### src/rtl/cpu_pkg.sv
// Shared definitions for the mini CPU pipeline: fetch FSM states,
// instruction width, reset PC default and the NOP encoding.
package cpu_pkg;

    localparam int unsigned XLEN = 32;

    localparam logic [XLEN-1:0] NOP_INSTR        = '0;
    localparam logic [XLEN-1:0] DEFAULT_RESET_PC = '0;
    localparam logic [XLEN-1:0] PC_STEP          = 32'd4;

    typedef enum logic [1:0] {
        FS_REQ,
        FS_WAIT,
        FS_HOLD,
        FS_DROP
    } fetch_state_t;

    function automatic logic [XLEN-1:0] align_pc(input logic [XLEN-1:0] a);
        return {a[XLEN-1:2], 2'b00};
    endfunction

endpackage

### src/rtl/if_fetch_stage_if.sv
// Instruction-memory request/response bus; master is the fetch stage,
// slave is the instruction memory.
interface if_fetch_stage_if;
    import cpu_pkg::*;

    logic            imem_req;
    logic [XLEN-1:0] imem_addr;
    logic            imem_ready;
    logic            imem_rvalid;
    logic [XLEN-1:0] imem_rdata;

    modport master (
        output imem_req,
        output imem_addr,
        input  imem_ready,
        input  imem_rvalid,
        input  imem_rdata
    );

    modport slave (
        input  imem_req,
        input  imem_addr,
        output imem_ready,
        output imem_rvalid,
        output imem_rdata
    );

endinterface

### src/rtl/if_fetch_stage_pc_gen.sv
// Program counter: redirect load (word aligned) has priority over the
// sequential +4 step, which wraps silently at the top of the address space.
module pc_gen
    import cpu_pkg::*;
#(
    parameter logic [XLEN-1:0] RESET_PC = DEFAULT_RESET_PC
) (
    input  logic            clk,
    input  logic            rst,
    input  logic            redirect,
    input  logic [XLEN-1:0] redirect_pc,
    input  logic            advance,
    output logic [XLEN-1:0] pc
);

    always_ff @(posedge clk or posedge rst) begin
        if (rst) begin
            pc <= RESET_PC;
        end else if (redirect) begin
            pc <= align_pc(redirect_pc);
        end else if (advance) begin
            pc <= pc + PC_STEP;
        end
    end

endmodule

### src/rtl/if_fetch_stage.sv
// Instruction-fetch stage: one outstanding imem request, skid register for
// a response arriving under stall, redirect flush with stale-response drop.
module if_fetch_stage
    import cpu_pkg::*;
#(
    parameter logic [XLEN-1:0] RESET_PC = DEFAULT_RESET_PC,
    parameter logic [XLEN-1:0] NOP_WORD = NOP_INSTR
) (
    input  logic                     clk,
    input  logic                     rst,
    input  logic                     stall,
    input  logic                     redirect,
    input  logic [XLEN-1:0]          redirect_pc,
    if_fetch_stage_if.master         imem,
    output logic [XLEN-1:0]          value,
    output logic [XLEN-1:0]          pc_out,
    output logic                     instr_valid
);

    fetch_state_t    state;
    logic [XLEN-1:0] pc;
    logic [XLEN-1:0] skid;
    logic [XLEN-1:0] skid_pc;
    logic [XLEN-1:0] redirect_tgt;
    logic            accept;
    logic            resp;
    logic            pc_advance;
    logic            keep_outstanding;

    assign imem.imem_req  = (state == FS_REQ) && !rst;
    assign imem.imem_addr = pc;

    assign accept       = imem.imem_req && imem.imem_ready;
    assign resp         = (state == FS_WAIT) && imem.imem_rvalid;
    assign pc_advance   = resp && !redirect;
    assign redirect_tgt = align_pc(redirect_pc);

    // A request is still in flight after redirect if one was just accepted
    // or a WAIT/DROP response has not yet arrived.
    assign keep_outstanding = ((state == FS_WAIT) && !imem.imem_rvalid) ||
                              ((state == FS_REQ)  && accept) ||
                              ((state == FS_DROP) && !imem.imem_rvalid);

    pc_gen #(
        .RESET_PC (RESET_PC)
    ) u_pc_gen (
        .clk         (clk),
        .rst         (rst),
        .redirect    (redirect),
        .redirect_pc (redirect_pc),
        .advance     (pc_advance),
        .pc          (pc)
    );

    always_ff @(posedge clk or posedge rst) begin
        if (rst) begin
            state       <= FS_REQ;
            value       <= NOP_WORD;
            pc_out      <= RESET_PC;
            instr_valid <= 1'b0;
            skid        <= '0;
            skid_pc     <= RESET_PC;
        end else if (redirect) begin
            value       <= NOP_WORD;
            instr_valid <= 1'b0;
            pc_out      <= redirect_tgt;
            skid        <= '0;
            state       <= keep_outstanding ? FS_DROP : FS_REQ;
        end else begin
            // Downstream consumed the word: bubble unless a new one loads below.
            if (!stall) begin
                value       <= NOP_WORD;
                instr_valid <= 1'b0;
            end
            unique case (state)
                FS_REQ: begin
                    if (accept) begin
                        state <= FS_WAIT;
                    end
                end
                FS_WAIT: begin
                    if (imem.imem_rvalid) begin
                        if (stall) begin
                            skid    <= imem.imem_rdata;
                            skid_pc <= pc;
                            state   <= FS_HOLD;
                        end else begin
                            value       <= imem.imem_rdata;
                            pc_out      <= pc;
                            instr_valid <= 1'b1;
                            state       <= FS_REQ;
                        end
                    end
                end
                FS_HOLD: begin
                    if (!stall) begin
                        value       <= skid;
                        pc_out      <= skid_pc;
                        instr_valid <= 1'b1;
                        state       <= FS_REQ;
                    end
                end
                FS_DROP: begin
                    if (imem.imem_rvalid) begin
                        state <= FS_REQ;
                    end
                end
            endcase
        end
    end

endmodule
### src/flat_wrapper.sv
// flat-port wrapper written by rule: the top's interface ports become plain ports
module if_fetch_stage_flat import cpu_pkg::*;
#(
    parameter logic [XLEN-1:0] RESET_PC = DEFAULT_RESET_PC,
    parameter logic [XLEN-1:0] NOP_WORD = NOP_INSTR
)
  (clk, rst, stall, redirect, redirect_pc, value, pc_out, instr_valid, imem_imem_req, imem_imem_addr, imem_imem_ready, imem_imem_rvalid, imem_imem_rdata);
  if_fetch_stage_if imem_i ();
  input  logic clk;
  input  logic rst;
  input  logic stall;
  input  logic redirect;
  input  logic [XLEN-1:0] redirect_pc;
  output logic [XLEN-1:0] value;
  output logic [XLEN-1:0] pc_out;
  output logic instr_valid;
  output wire logic [$bits(imem_i.imem_req)-1:0] imem_imem_req;
  output wire logic [$bits(imem_i.imem_addr)-1:0] imem_imem_addr;
  input wire logic [$bits(imem_i.imem_ready)-1:0] imem_imem_ready;
  input wire logic [$bits(imem_i.imem_rvalid)-1:0] imem_imem_rvalid;
  input wire logic [$bits(imem_i.imem_rdata)-1:0] imem_imem_rdata;
  assign imem_imem_req = imem_i.imem_req;
  assign imem_imem_addr = imem_i.imem_addr;
  assign imem_i.imem_ready = imem_imem_ready;
  assign imem_i.imem_rvalid = imem_imem_rvalid;
  assign imem_i.imem_rdata = imem_imem_rdata;
  if_fetch_stage #(.RESET_PC(RESET_PC), .NOP_WORD(NOP_WORD)) u_core (.clk(clk), .rst(rst), .stall(stall), .redirect(redirect), .redirect_pc(redirect_pc), .imem(imem_i), .value(value), .pc_out(pc_out), .instr_valid(instr_valid));
endmodule
### config.mk
export PLATFORM = sky130hd
export DESIGN_NAME = if_fetch_stage_flat
export DESIGN_NICKNAME = d
export VERILOG_FILES = /design/src/rtl/cpu_pkg.sv /design/src/rtl/if_fetch_stage_if.sv /design/src/rtl/if_fetch_stage_pc_gen.sv /design/src/rtl/if_fetch_stage.sv /design/src/flat_wrapper.sv
export SDC_FILE = /design/constraint.sdc
export NUM_CORES = 1
export LEC_CHECK = 0
export CORE_MARGIN = 2
export CORE_UTILIZATION = 47
export DETAILED_ROUTE_END_ITERATION = 8
export GPL_TIMING_DRIVEN = 0
export HOLD_SLACK_MARGIN = 0.03
export PLACE_DENSITY_LB_ADDON = 0.12
export SLEW_MARGIN = 20
export SYNTH_ARGS = -nofsm -noshare
export SYNTH_HDL_FRONTEND = slang
export SYNTH_SLANG_ARGS = --single-unit
### constraint.sdc
create_clock -name clk -period 6.1 [get_ports clk]
set_input_delay 1.83 -clock clk [delete_from_list [all_inputs] [get_ports clk]]
set_output_delay 1.83 -clock clk [all_outputs]
set_load 0.05 [all_outputs]
; Word level (Yosys, flattened, before mapping)
; Cells that the tools add are included.
[totals]
elab_cells = 69
regBits = 163
inputBits = 70
[op_classes]
eq_ne = 8
mux = 30
reduce_logical = 22
bitwise_logic = 1
addsub = 1
[ops]
columns = op, n
row1 = two-way mux 32 bit, 15
row2 = one-hot mux 32 bit (2 select lines), 2
row3 = "adder 32 x 3 -> 32 bit, second input constant", 1
row4 = two-way mux 2 bit, 7
row5 = "inequality test 3 bit, second input constant", 4
row6 = AND reduction 4 bit, 3
row7 = one-hot mux 2 bit (4 select lines), 1
row8 = nonzero test 2 bit, 4
row9 = logical AND 1 bit, 7
row10 = "== test 2 bit, second input constant", 2
row11 = two-way mux 1 bit, 4
row12 = logical NOT 1 bit, 3
row13 = "inequality test 3 x 2 -> 1 bit, second input constant", 1
row14 = AND reduction 3 bit, 1
row15 = nonzero test 3 bit, 1
row16 = "== test 2 x 1 -> 1 bit, second input constant", 1
row17 = logical NOT 2 bit, 1
row18 = logical OR 1 bit, 2
row19 = one-hot mux 1 bit (2 select lines), 1
row20 = inverter 1 bit, 1

; Longest topological paths before layout
[depth]
depth_word = 8
depth_mapped = 8
ltp_nobuf = 6

; Modules after synthesis
; A second synthesis with hierarchy kept.
[hier_totals]
hier_cells = 837
hier_area_um2 = 8381.8
[modules_own_cells]
columns = module, n_inst, seq_area_each_um2, area_each_um2, cells_each
row1 = if_fetch_stage, 1, 3278.1, 6593.8, 640
row2 = pc_gen, 1, 750.7, 1788.0, 197

; Least setup slack after synthesis
; OpenSTA, ideal clock, no wires.
[synth_timing]
path_type = input-to-reg
start = in rst
end = reg u_core.state[0]
t_required_ps = 5984
stages = 4
setup_time_ps = 116
path_slack_ps = 182
n_path_buf = 0
arrival_time_ps = 5802
path_cell_list = inv_1 -> and3_1 -> o21ai_0 -> o311ai_0
[synth_via]
elab_chain_cells = 8
word_cells_on_any_way = 10
classes_between = eq/ne (1) / mux (2) / reduce/logical (7)
[synth_rtl]
columns = item, line_no
row1 = "start, declared", flat_wrapper.sv:10  ; input logic rst;
row2 = logical NOT 1 bit *, if_fetch_stage.sv:30  ; assign imem.imem_req = (state == FS_REQ) && !rst;
row3 = logical AND 1 bit *, if_fetch_stage.sv:30
row4 = logical AND 1 bit *, if_fetch_stage.sv:33  ; assign accept = imem.imem_req && imem.imem_ready;
row5 = logical AND 1 bit, if_fetch_stage.sv:41  ; ((state == FS_REQ) && accept) ||
row6 = logical OR 1 bit, if_fetch_stage.sv:40  ; assign keep_outstanding = ((state == FS_WAIT) && !imem.imem_rvalid) ||
row7 = logical OR 1 bit, if_fetch_stage.sv:41
row8 = two-way mux 2 bit, if_fetch_stage.sv:68  ; state <= keep_outstanding ? FS_DROP : FS_REQ;
row9 = two-way mux 2 bit, if_fetch_stage.sv:63  ; end else if (redirect) begin
row10 = "end signal, assigned", if_fetch_stage.sv:68
row11 = "end, declared", if_fetch_stage.sv:20  ; fetch_state_t state;
; Every way passes the cells marked *; elsewhere a longest branch is shown, timed or not.
; A chain may end at the register's enable or synchronous reset.

; Final worst setup path
[layout_timing]
start = in rst
end = out imem_imem_req
[layout_via]
elab_chain_cells = 2
[layout_rtl]
columns = item, line_no
row1 = logical NOT 1 bit, if_fetch_stage.sv:30
row2 = logical AND 1 bit, if_fetch_stage.sv:30
row3 = "end, declared", flat_wrapper.sv:17  ; output wire logic [$bits(imem_i.imem_req)-1:0] imem_imem_req;
; No other way between the ends.

==> results.ini <==
[floorplanning]
ioPinCount=168
rows=48
initial_utilization_pct=47.5
die_height_um=135
fp.coreArea_um2=17100
die_area_um2=18300
die_width_um=135

[clocking]
cts_sinks=158
cts_resized=0
path_clk_slew_ns=0.07
clockRootBuffer=clkbuf_16
htreeDepth=4
hold_buffers=0
cts_setup_buffers=0
cts_tree=yes
clock_latency_ns=0.43
clk_path_buf_depth=2
cts_buffers=17

[synth]
netlist_instances=815
seq_area_frac_synth_pct=48.8
async_flop_share_pct=100
synth-edff-count=0
ys.flop_type=dfrtp_1
synth-seq-cells=158
yosysTopAreaCell=dfrtp_1
syn_area_um2=8100
postSynthAreaPerCell_um2=9.94
ys_types=51
synth_top_area_share_pct=48.8
synthTopCellsByArea=dfrtp_1 49%, mux2_2 4.4%, mux2i_1 3.8%
yosysWarnings=0

[power_and_ir_drop]
power_leakage_nw=4.28
power_mw=3.95
ir_drop_v=0.000311
p_per_area_nw_per_um2=369

[sta]
hold_viol=0
setup_violations=0
slew-limit-headroom_pct=45.2
post-route-period-util_pct=85.4
rsz0062_at_grt=false
whs_ns=0.474
fin_skew_ns=0.00778
slew_viol_final=0
max_freq_mhz=192
setup_tns_ns=0
fin_crit_ns=5.21
worstMarginPinSlew_ns=0.815

[critical_path]
crit_path_end_kind=primary output
crit_required_ns=4.27
reg2reg_depth=7
arrival_ns=3.38
timing.rr.end=u_core.pc_out[22]
ff2ff_setup_slack_ns=3.13
crit_type=in -> out
critPathLaunchType=input pin
r2r-start=u_core.state[1]
worstPathMaxFanout=3

[global_routing]
grt_pass1_vias=7019
grt_pass1_wl_mm=37.2
grt.overflow.total=0
antenna_found_initial=0
grt_max_degree=34
track_usage_pct=26.0

[routing]
first_pass_iters=5
routedWlPerCell_um=18.6
vias_per_cell=5.66
vias=7023
routed_wl_mm=23.1
dr.first_iter.drc_count=495
antenna_left=0
drc_errors=0

[run]
maxCapViolCount=0

[min_path]
hold_class=reg -> reg
min_from=u_core.pc_out[31]
worstHoldEndpoint=u_core.pc_out[31]
holdPathStages=1

[placed_design]
port_buffers=161
gp_congestion=0.861
placed_cells=1208
hpwl_mm=16.3

[final_layout]
drive_above_1_share_pct=8.97
antennaDiodeCount=0
instances_no_fill=1240
nets=1077
post-route-util_pct=62.8
syn_to_final_growth_pct=32.2

[run_status]
status=finished clean

==> per-layer routing <==
| layer | routed length (um) | vias up | global-route usage [%] |
|---|---|---|---|
| met4 | 419 | 0 | 8.85 |
| met3 | 1330 | 32 | 4.53 |
| met2 | 11200 | 232 | 42.9 |
| met1 | 10200 | 3435 | 34.8 |
| li1 | - | 3324 | - |
| met5 | 0 | - | 0 |
==> sequential cells by signal, summed over array words and instances, names as in the netlist <==
signal	count
u_core.instr_valid	1
u_core.pc_out	31
u_core.skid	32
u_core.skid_pc	30
u_core.state	2
u_core.u_pc_gen.pc	30
u_core.value	32
==> worst max-delay path by stage <==
stage / startpoint / to / slack [ns]
2_1_floorplan: rst / u_core.state[0] / 0.95
3_3_place_gp: rst / u_core.state[0] / -0.96
3_5_place_dp: rst / imem_imem_req / 0.94
4_1_cts: rst / imem_imem_req / 0.93
5_1_grt: rst / imem_imem_req / 0.88
6_report: rst / imem_imem_req / 0.89
==> critical path: stages <==
cell	delay [ns]
clkdlybuf4s50_1	0.50
nor2b_1	0.21
clkdlybuf4s50_1	0.84
==> power by group <==
part / switching (mW) / internal, mW / total (mW)
clock: 0.473 / 0.610 / 1.08
sequential: 0.146 / 1.27 / 1.41
combinational: 0.901 / 0.555 / 1.46
total: 1.52 / 2.43 / 3.95
==> area by class of cell <==
| cell class | count | area, um^2 |
|---|---|---|
| sequential | 158 | 3950 |
| fill | 1455 | 6350 |
| buffer | 72 | 294 |
| inverter | 10 | 41.3 |
| timing repair buffer | 167 | 1720 |
| clock inverter | 15 | 160 |
| tap | 225 | 282 |
| multi-input combinational | 576 | 3830 |
| clock buffer | 17 | 425 |
==> logic make-up (layout without fill, tap and decap cells) <==
| group | after synthesis | count (layout) | share of synthesized area [%] |
|---|---|---|---|
| AOI/OAI and AO/OA | 242 | 242 | 20.3 |
| xor gates and xnor gates | 11 | 11 | 1.19 |
| adders and majority gates | 5 | 5 | 0.772 |
| buffers and inverters | 82 | 281 | 4.09 |
| DFF | 158 | 158 | 48.8 |
| muxes | 63 | 63 | 8.28 |
| other | 1 | 2 | 0.0463 |
| and+or+nand+nor | 253 | 253 | 16.6 |
==> placed cells by master (no fill, tap or decap), types with 6 or more instances in the layout <==
cell type	synthesis	routed
mux2i_1	31	31
a211oi_1	34	34
a31oi_1	9	9
and4_1	6	6
and2_1	32	32
dfrtp_1	158	158
a22o_1	32	32
a21oi_1	50	50
nor3_1	11	10
o21ai_0	39	39
nand2_1	82	82
mux2_2	32	32
o31ai_1	6	6
a21boi_0	32	32
clkbuf_1	53	53
xnor2_1	8	8
nand4_1	8	8
clkbuf_16	0	17
buf_1	6	6
buf_2	8	8
inv_1	9	8
nor4_1	10	9
a21o_1	28	28
clkdlybuf4s50_1	0	161
nand3_1	11	11
nor2_1	34	34
nand3b_1	33	33
or4_1	6	6
==> synth_stat cells (all sizes together), types with 11 or more instances <==
library cell and n:
a211oi 34, nor3 11, mux2 32, and2 34, a21o 28, buf 17, o21ai 39, a21boi 32
a22o 32, dfrtp 158, a21oi 50, nand3 11, clkbuf 55, nor2 34, nand2 82, mux2i 31
nand3b 33
==> metrics by stage <==
step	worst slack [ns]	cell area, um^2
3_5_place_dp	0.940	10100
3_3_place_gp	-0.961	10000
2_1_floorplan	0.946	8110
6_report	0.891	10700
4_1_cts	0.933	10700
5_1_grt	0.879	10700
Power figures use the tool's default switching activity.
